--- config.mk ---
export PLATFORM = sky130hd
export DESIGN_NAME = rs_iss_sel
export DESIGN_NICKNAME = d
export VERILOG_FILES = /design/src/rtl/rs_iss_sel.sv
export SDC_FILE = /design/constraint.sdc
export NUM_CORES = 1
export LEC_CHECK = 0
export CORE_AREA = 2 2 415 417
export DETAILED_ROUTE_END_ITERATION = 8
export DIE_AREA = 0 0 417 419
export PLACE_DENSITY = 0.3
export REMOVE_ABC_BUFFERS = 1
export SLEW_MARGIN = 20
export SYNTH_ARGS = -nofsm -noshare
export SYNTH_HDL_FRONTEND = slang
export SYNTH_SLANG_ARGS = --single-unit
--- constraint.sdc ---
create_clock -name clk -period 7.34 [get_ports clk]
set_input_delay 1.101 -clock clk [delete_from_list [all_inputs] [get_ports clk]]
set_output_delay 1.101 -clock clk [all_outputs]
set_load 0.005 [all_outputs]
--- src/rtl/rs_iss_sel.sv ---
// rs_iss_sel: issue-select stage behind the reservation station.
// Each cycle it picks at most one ready RS entry and returns a one-hot grant.
// The picked entry's payload is captured into a one-deep issue register that feeds one FU.
// The issue register honours FU back-pressure and is squashed by a matching branch recovery.
// Build option: define ISS_RR_EN for rotating priority that starts at a pointer.
// Without it, the lowest ready index always wins and no pointer register is built.
module rs_iss_sel #(
    parameter int RS_NUM    = 16,
    parameter int PRF_IDX_W = 6,
    parameter int ROB_IDX_W = 5,
    parameter int BR_MASK_W = 5
) (
    input  logic                              clk,
    input  logic                              rst,
    input  logic [RS_NUM-1:0]                 ent_rdy_i,
    input  logic [RS_NUM*PRF_IDX_W-1:0]       ent_opa_tag_i,
    input  logic [RS_NUM*PRF_IDX_W-1:0]       ent_opb_tag_i,
    input  logic [RS_NUM*PRF_IDX_W-1:0]       ent_dest_tag_i,
    input  logic [RS_NUM*32-1:0]              ent_IR_i,
    input  logic [RS_NUM*(ROB_IDX_W+1)-1:0]   ent_rob_idx_i,
    input  logic [RS_NUM*BR_MASK_W-1:0]       ent_br_mask_i,
    input  logic                              fu_stall_i,
    input  logic                              br_recovery_i,
    input  logic                              br_pred_correct_i,
    input  logic [BR_MASK_W-1:0]              br_tag_fix_i,
    output logic [RS_NUM-1:0]                 iss_en_o,
    output logic                              iss_vld_o,
    output logic [PRF_IDX_W-1:0]              iss_opa_tag_o,
    output logic [PRF_IDX_W-1:0]              iss_opb_tag_o,
    output logic [PRF_IDX_W-1:0]              iss_dest_tag_o,
    output logic [31:0]                       iss_IR_o,
    output logic [ROB_IDX_W:0]                iss_rob_idx_o,
    output logic [BR_MASK_W-1:0]              iss_br_mask_o
);

    localparam int PTR_W = $clog2(RS_NUM);

    logic [PRF_IDX_W-1:0] opa_arr  [RS_NUM];
    logic [PRF_IDX_W-1:0] opb_arr  [RS_NUM];
    logic [PRF_IDX_W-1:0] dest_arr [RS_NUM];
    logic [31:0]          ir_arr   [RS_NUM];
    logic [ROB_IDX_W:0]   rob_arr  [RS_NUM];
    logic [BR_MASK_W-1:0] bm_arr   [RS_NUM];

    logic                 vld_r;
    logic [PRF_IDX_W-1:0] opa_r;
    logic [PRF_IDX_W-1:0] opb_r;
    logic [PRF_IDX_W-1:0] dest_r;
    logic [31:0]          ir_r;
    logic [ROB_IDX_W:0]   rob_r;
    logic [BR_MASK_W-1:0] br_mask_r;

    logic [BR_MASK_W-1:0] fix_clr;
    logic                 squash;
    logic                 can_take;
    logic                 found;
    logic                 grant;
    logic [PTR_W-1:0]     sel;

    // Unpack the flattened per-entry buses into indexable arrays.
    always_comb begin
        for (int i = 0; i < RS_NUM; i++) begin
            opa_arr[i]  = ent_opa_tag_i[i*PRF_IDX_W +: PRF_IDX_W];
            opb_arr[i]  = ent_opb_tag_i[i*PRF_IDX_W +: PRF_IDX_W];
            dest_arr[i] = ent_dest_tag_i[i*PRF_IDX_W +: PRF_IDX_W];
            ir_arr[i]   = ent_IR_i[i*32 +: 32];
            rob_arr[i]  = ent_rob_idx_i[i*(ROB_IDX_W+1) +: (ROB_IDX_W+1)];
            bm_arr[i]   = ent_br_mask_i[i*BR_MASK_W +: BR_MASK_W];
        end
    end

    // Squash only when the recovering branch is one the held op depends on.
    // A squashed register can always accept, but a recovery cycle never grants.
    always_comb begin
        fix_clr  = br_pred_correct_i ? br_tag_fix_i : '0;
        squash   = br_recovery_i & (|(br_tag_fix_i & br_mask_r));
        can_take = ~vld_r | ~fu_stall_i | squash;
        grant    = can_take & ~br_recovery_i & found & ~rst;
    end

`ifdef ISS_RR_EN
    logic [PTR_W-1:0] ptr;
    logic [PTR_W-1:0] rr_idx;

    // Rotating search: first ready entry at or above ptr, wrapping past the top.
    always_comb begin
        found  = 1'b0;
        sel    = '0;
        rr_idx = '0;
        for (int i = 0; i < RS_NUM; i++) begin
            rr_idx = ptr + PTR_W'(i);
            if (!found && ent_rdy_i[rr_idx]) begin
                found = 1'b1;
                sel   = rr_idx;
            end
        end
    end

    // Advance the pointer one past the granted entry; power-of-2 size wraps naturally.
    always_ff @(posedge clk) begin
        if (rst) begin
            ptr <= '0;
        end else if (grant) begin
            ptr <= sel + PTR_W'(1);
        end
    end
`else
    // Fixed priority: lowest ready index wins.
    always_comb begin
        found = 1'b0;
        sel   = '0;
        for (int i = 0; i < RS_NUM; i++) begin
            if (!found && ent_rdy_i[i]) begin
                found = 1'b1;
                sel   = PTR_W'(i);
            end
        end
    end
`endif

    // One-hot grant back to the chosen entry.
    always_comb begin
        iss_en_o      = '0;
        iss_en_o[sel] = grant;
    end

    // Issue register: squash beats stall-hold, which beats a new load.
    // A resolving-correct branch clears its mask bit in every case.
    always_ff @(posedge clk) begin
        if (rst) begin
            vld_r     <= 1'b0;
            opa_r     <= '0;
            opb_r     <= '0;
            dest_r    <= '0;
            ir_r      <= '0;
            rob_r     <= '0;
            br_mask_r <= '0;
        end else begin
            br_mask_r <= br_mask_r & ~fix_clr;
            if (squash) begin
                vld_r <= 1'b0;
            end else if (vld_r && fu_stall_i) begin
                vld_r <= 1'b1;
            end else if (grant) begin
                vld_r     <= 1'b1;
                opa_r     <= opa_arr[sel];
                opb_r     <= opb_arr[sel];
                dest_r    <= dest_arr[sel];
                ir_r      <= ir_arr[sel];
                rob_r     <= rob_arr[sel];
                br_mask_r <= bm_arr[sel] & ~fix_clr;
            end else begin
                vld_r <= 1'b0;
            end
        end
    end

    // The mask seen downstream already has this cycle's correct-resolution applied.
    always_comb begin
        iss_vld_o      = vld_r;
        iss_opa_tag_o  = opa_r;
        iss_opb_tag_o  = opb_r;
        iss_dest_tag_o = dest_r;
        iss_IR_o       = ir_r;
        iss_rob_idx_o  = rob_r;
        iss_br_mask_o  = br_mask_r & ~fix_clr;
    end

endmodule

==> results.cfg <==
[sta]
period_needed_ns = 5.752
rsz0062_at_grt = no
fin_worst_skew_ns = 0.01121
maxSlewHeadroom_pct = 27.11
worst_slew_pin_slew_ns = 1.090
setup_viol = 0
setup_tns_ns = 0
slew_violations = 0
hold_viol_final = 0
max_freq_mhz = 173.8
min_period_over_period_pct = 78.37

[synth]
synthFlopType = dfxtp_1
synth_top_area_cell = mux2i_1
ys_types = 69
synthMuxAreaShare_pct = 27.94
synth_xor_area_share_pct = 0
synth_compound_area_share_pct = 35.53
yosys.area_share.simple_pct = 18.35
synth_cells = 1483
netlist.area_leader.share_pct = 25.41
synth_top_family_by_area = compound AO/OA/AOI/OAI gates
yosys_warnings = 0
synthArstFlopShare_pct = 0
synth_area_leaders = mux2i_1 (25%), dfxtp_1 (12%), o21ai_0 (6.1%)
mappedNetlistArea_um2 = 10680
synth_seq_cells = 62
yosysSeqAreaShare_pct = 11.63
synth_fa_ha_area_share_pct = 0
avgSynthCellArea_um2 = 7.198
synth_edf_count = 0

[power]
fin_total_pwr_mw = 2.271
ir_worst_vdd_v = 0.0001328
p_leak_nw = 9.120
p_per_area_nw_per_um2 = 91.72

[finish]
area_growth_pct = 131.9
fin_nets = 3483
nFillCells = 19500
drive_above_1_share_pct = 6.237
fin_util_pct = 14.51
layout.cells.non_filler = 4731

[clock_tree]
cts_tree = yes
cts_max_level = 3
cts_buffers = 9
post_cts_resized = 0
cts_buffer_depth = 2
postCtsSetupBuffers = 0
clkLatencyLatePin_ns = 0.42
clkSlewWorstSetupHoldPaths_ns = 0.08
root_buffer = clkbuf_16
cts_sinks = 62
ctsHoldBuffers = 0

[worst_setup_path]
startpoint_type = primary input
reg2regPathDepth = 7
worstPathArrival_ns = 4.65
crit_path_end_kind = primary output
path_class = primary input to primary output
critPathRequiredTime_ns = 6.24
cp_max_fo = 12

[placed_design]
portBuffers = 1079
dp_hpwl_mm = 120.9
dp_cells = 4703
globalplace.congestion = 0.8514

[drt]
drt_iter0_drc = 1269
drc = 0
wl_per_cell_um = 31.02
dr.pass1.iters = 6
routed_via_density = 3.657
routed_wl_mm = 146.8
vias = 17300
antenna_left = 0

[run]
maxCapViolCount = 0

[global_route]
grt_pass1_wl_mm = 184.0
grt_start_max_net_pins = 95
antenna_found_initial = 44
grt_pass1_vias = 17920
overflow = 0
track_usage_pct = 16.02

[die]
core_um2 = 170600
die_w_um = 417
start_util_pct = 6.258
die_y_um = 419
dieArea_um2 = 174700
rows = 152
io_pins = 1080

[hold_path]
hold_path_depth = 2
min_path_type = register to register

[run_status]
status = finished, final reports clean
final timing paths:
check / start / endpoint / slack [ns]
max: ent_rdy_i[2] / iss_en_o[15] / 1.59
min: iss_IR_o[0] / iss_IR_o[0] / 0.49
max reg2reg: iss_vld_o / iss_IR_o[11] / 4.21
min reg2reg: iss_IR_o[0] / iss_IR_o[0] / 0.49
power by group:
group	leakage, nW	internal [mW]	switching [mW]
Sequential	0.511	0.362	0.0186
Clock	0.161	0.315	0.282
Combinational	8.45	0.722	0.570
Total	9.12	1.40	0.871
cell families (layout without fill, tap and decap cells):
family	after synthesis	in the layout
AO/OA/AOI/OAI	559	559
buffers and inverters	165	1167
AND/OR/NAND/NOR	402	402
other	0	13
flip-flops	62	62
multiplexers	295	295
flip-flops by register name (all words and copies together), names as in the netlist:
signal and cells:
br_mask_r 5, iss_IR_o 32, iss_dest_tag_o 6, iss_opa_tag_o 6, iss_opb_tag_o 6, iss_rob_idx_o 6
iss_vld_o 1
cells in the mapped netlist, types with 3 or more instances:
library cell,number
mux2i_1,271
o21ai_0,131
a21oi_1,125
nand3_1,106
nor2_1,102
nand2_1,99
clkbuf_1,93
dfxtp_1,62
buf_2,46
a211oi_1,37
a32oi_1,33
o22ai_1,33
a221oi_1,27
a221o_1,25
nor4_1,25
mux2_2,20
buf_1,19
a21boi_0,18
o31a_1,15
nor4b_1,14
a22oi_1,13
o221ai_1,13
o22a_1,13
a222oi_1,12
nor3_1,12
a31oi_1,10
and3_1,9
nand4_1,9
o21bai_1,7
o211ai_1,6
a21bo_2,5
a21o_1,5
a32o_1,5
a311oi_1,4
mux2_1,4
o31ai_1,4
and2_1,3
inv_1,3
nor2b_1,3
or3_1,3
or4_1,3
layout by cell type, fill, tap and decap left out, types with 6 or more instances in the layout:
| cell | instances |
|---|---|
| o211ai_1 | 6 |
| nor4b_1 | 13 |
| o22ai_1 | 33 |
| nor3_1 | 11 |
| a21boi_0 | 18 |
| o22a_1 | 13 |
| a221oi_1 | 27 |
| buf_4 | 67 |
| o31a_1 | 15 |
| o21ai_0 | 131 |
| diode_2 | 13 |
| mux2_2 | 20 |
| dfxtp_1 | 62 |
| a222oi_1 | 12 |
| nand4_1 | 9 |
| nand2_1 | 95 |
| a21oi_1 | 124 |
| o21bai_1 | 7 |
| nor4_1 | 21 |
| and3_1 | 7 |
| mux2i_1 | 271 |
| a31oi_1 | 9 |
| clkbuf_16 | 9 |
| a211oi_1 | 37 |
| a22oi_1 | 13 |
| o221ai_1 | 13 |
| clkdlybuf4s50_1 | 1078 |
| a32oi_1 | 32 |
| a221o_1 | 25 |
| nor2_1 | 98 |
| nand3_1 | 104 |
critical path: stages:
cell and delay (ns):
clkdlybuf4s50_1 0.68, or4_1 0.88, nor2_4 0.42, o31ai_4 0.15, nand2_4 0.22, nand2_1 0.29, nor3_1 0.31, clkdlybuf4s50_1 0.57
metrics by stage:
step / setup slack, ns / hold WS [ns] / area (um^2)
after floorplan: -10.26 / 0.4799 / 9987
after global placement: 1.473 / 0.4787 / 24390
after detailed placement: 1.465 / 0.4868 / 24390
after CTS: 1.458 / 0.4971 / 24710
after global routing: 1.333 / 0.5272 / 24740
final: 1.588 / 0.4943 / 24760
final cells by class:
class	count	area (um^2)	area share [%]
multi-input cells	1256	8981	36.28
inverters	3	11.26	0.04549
clock buffers	11	252.7	1.021
diodes	13	32.53	0.1314
repair buffers	1149	11370	45.94
clock inverters	4	70.07	0.2830
flip-flops and latches	62	1241	5.014
well taps	2233	2794	11.29
per-layer routing:
layer / vias to the layer above / GRT usage, % / routed length, um
met4: 28 / 2.456 / 1342
met2: 726 / 27.44 / 71370
met3: 88 / 3.258 / 8348
met1: 8630 / 20.92 / 65510
met5: - / 0 / 185
li1: 7831 / - / -
(Power assumes the default switching activity.)
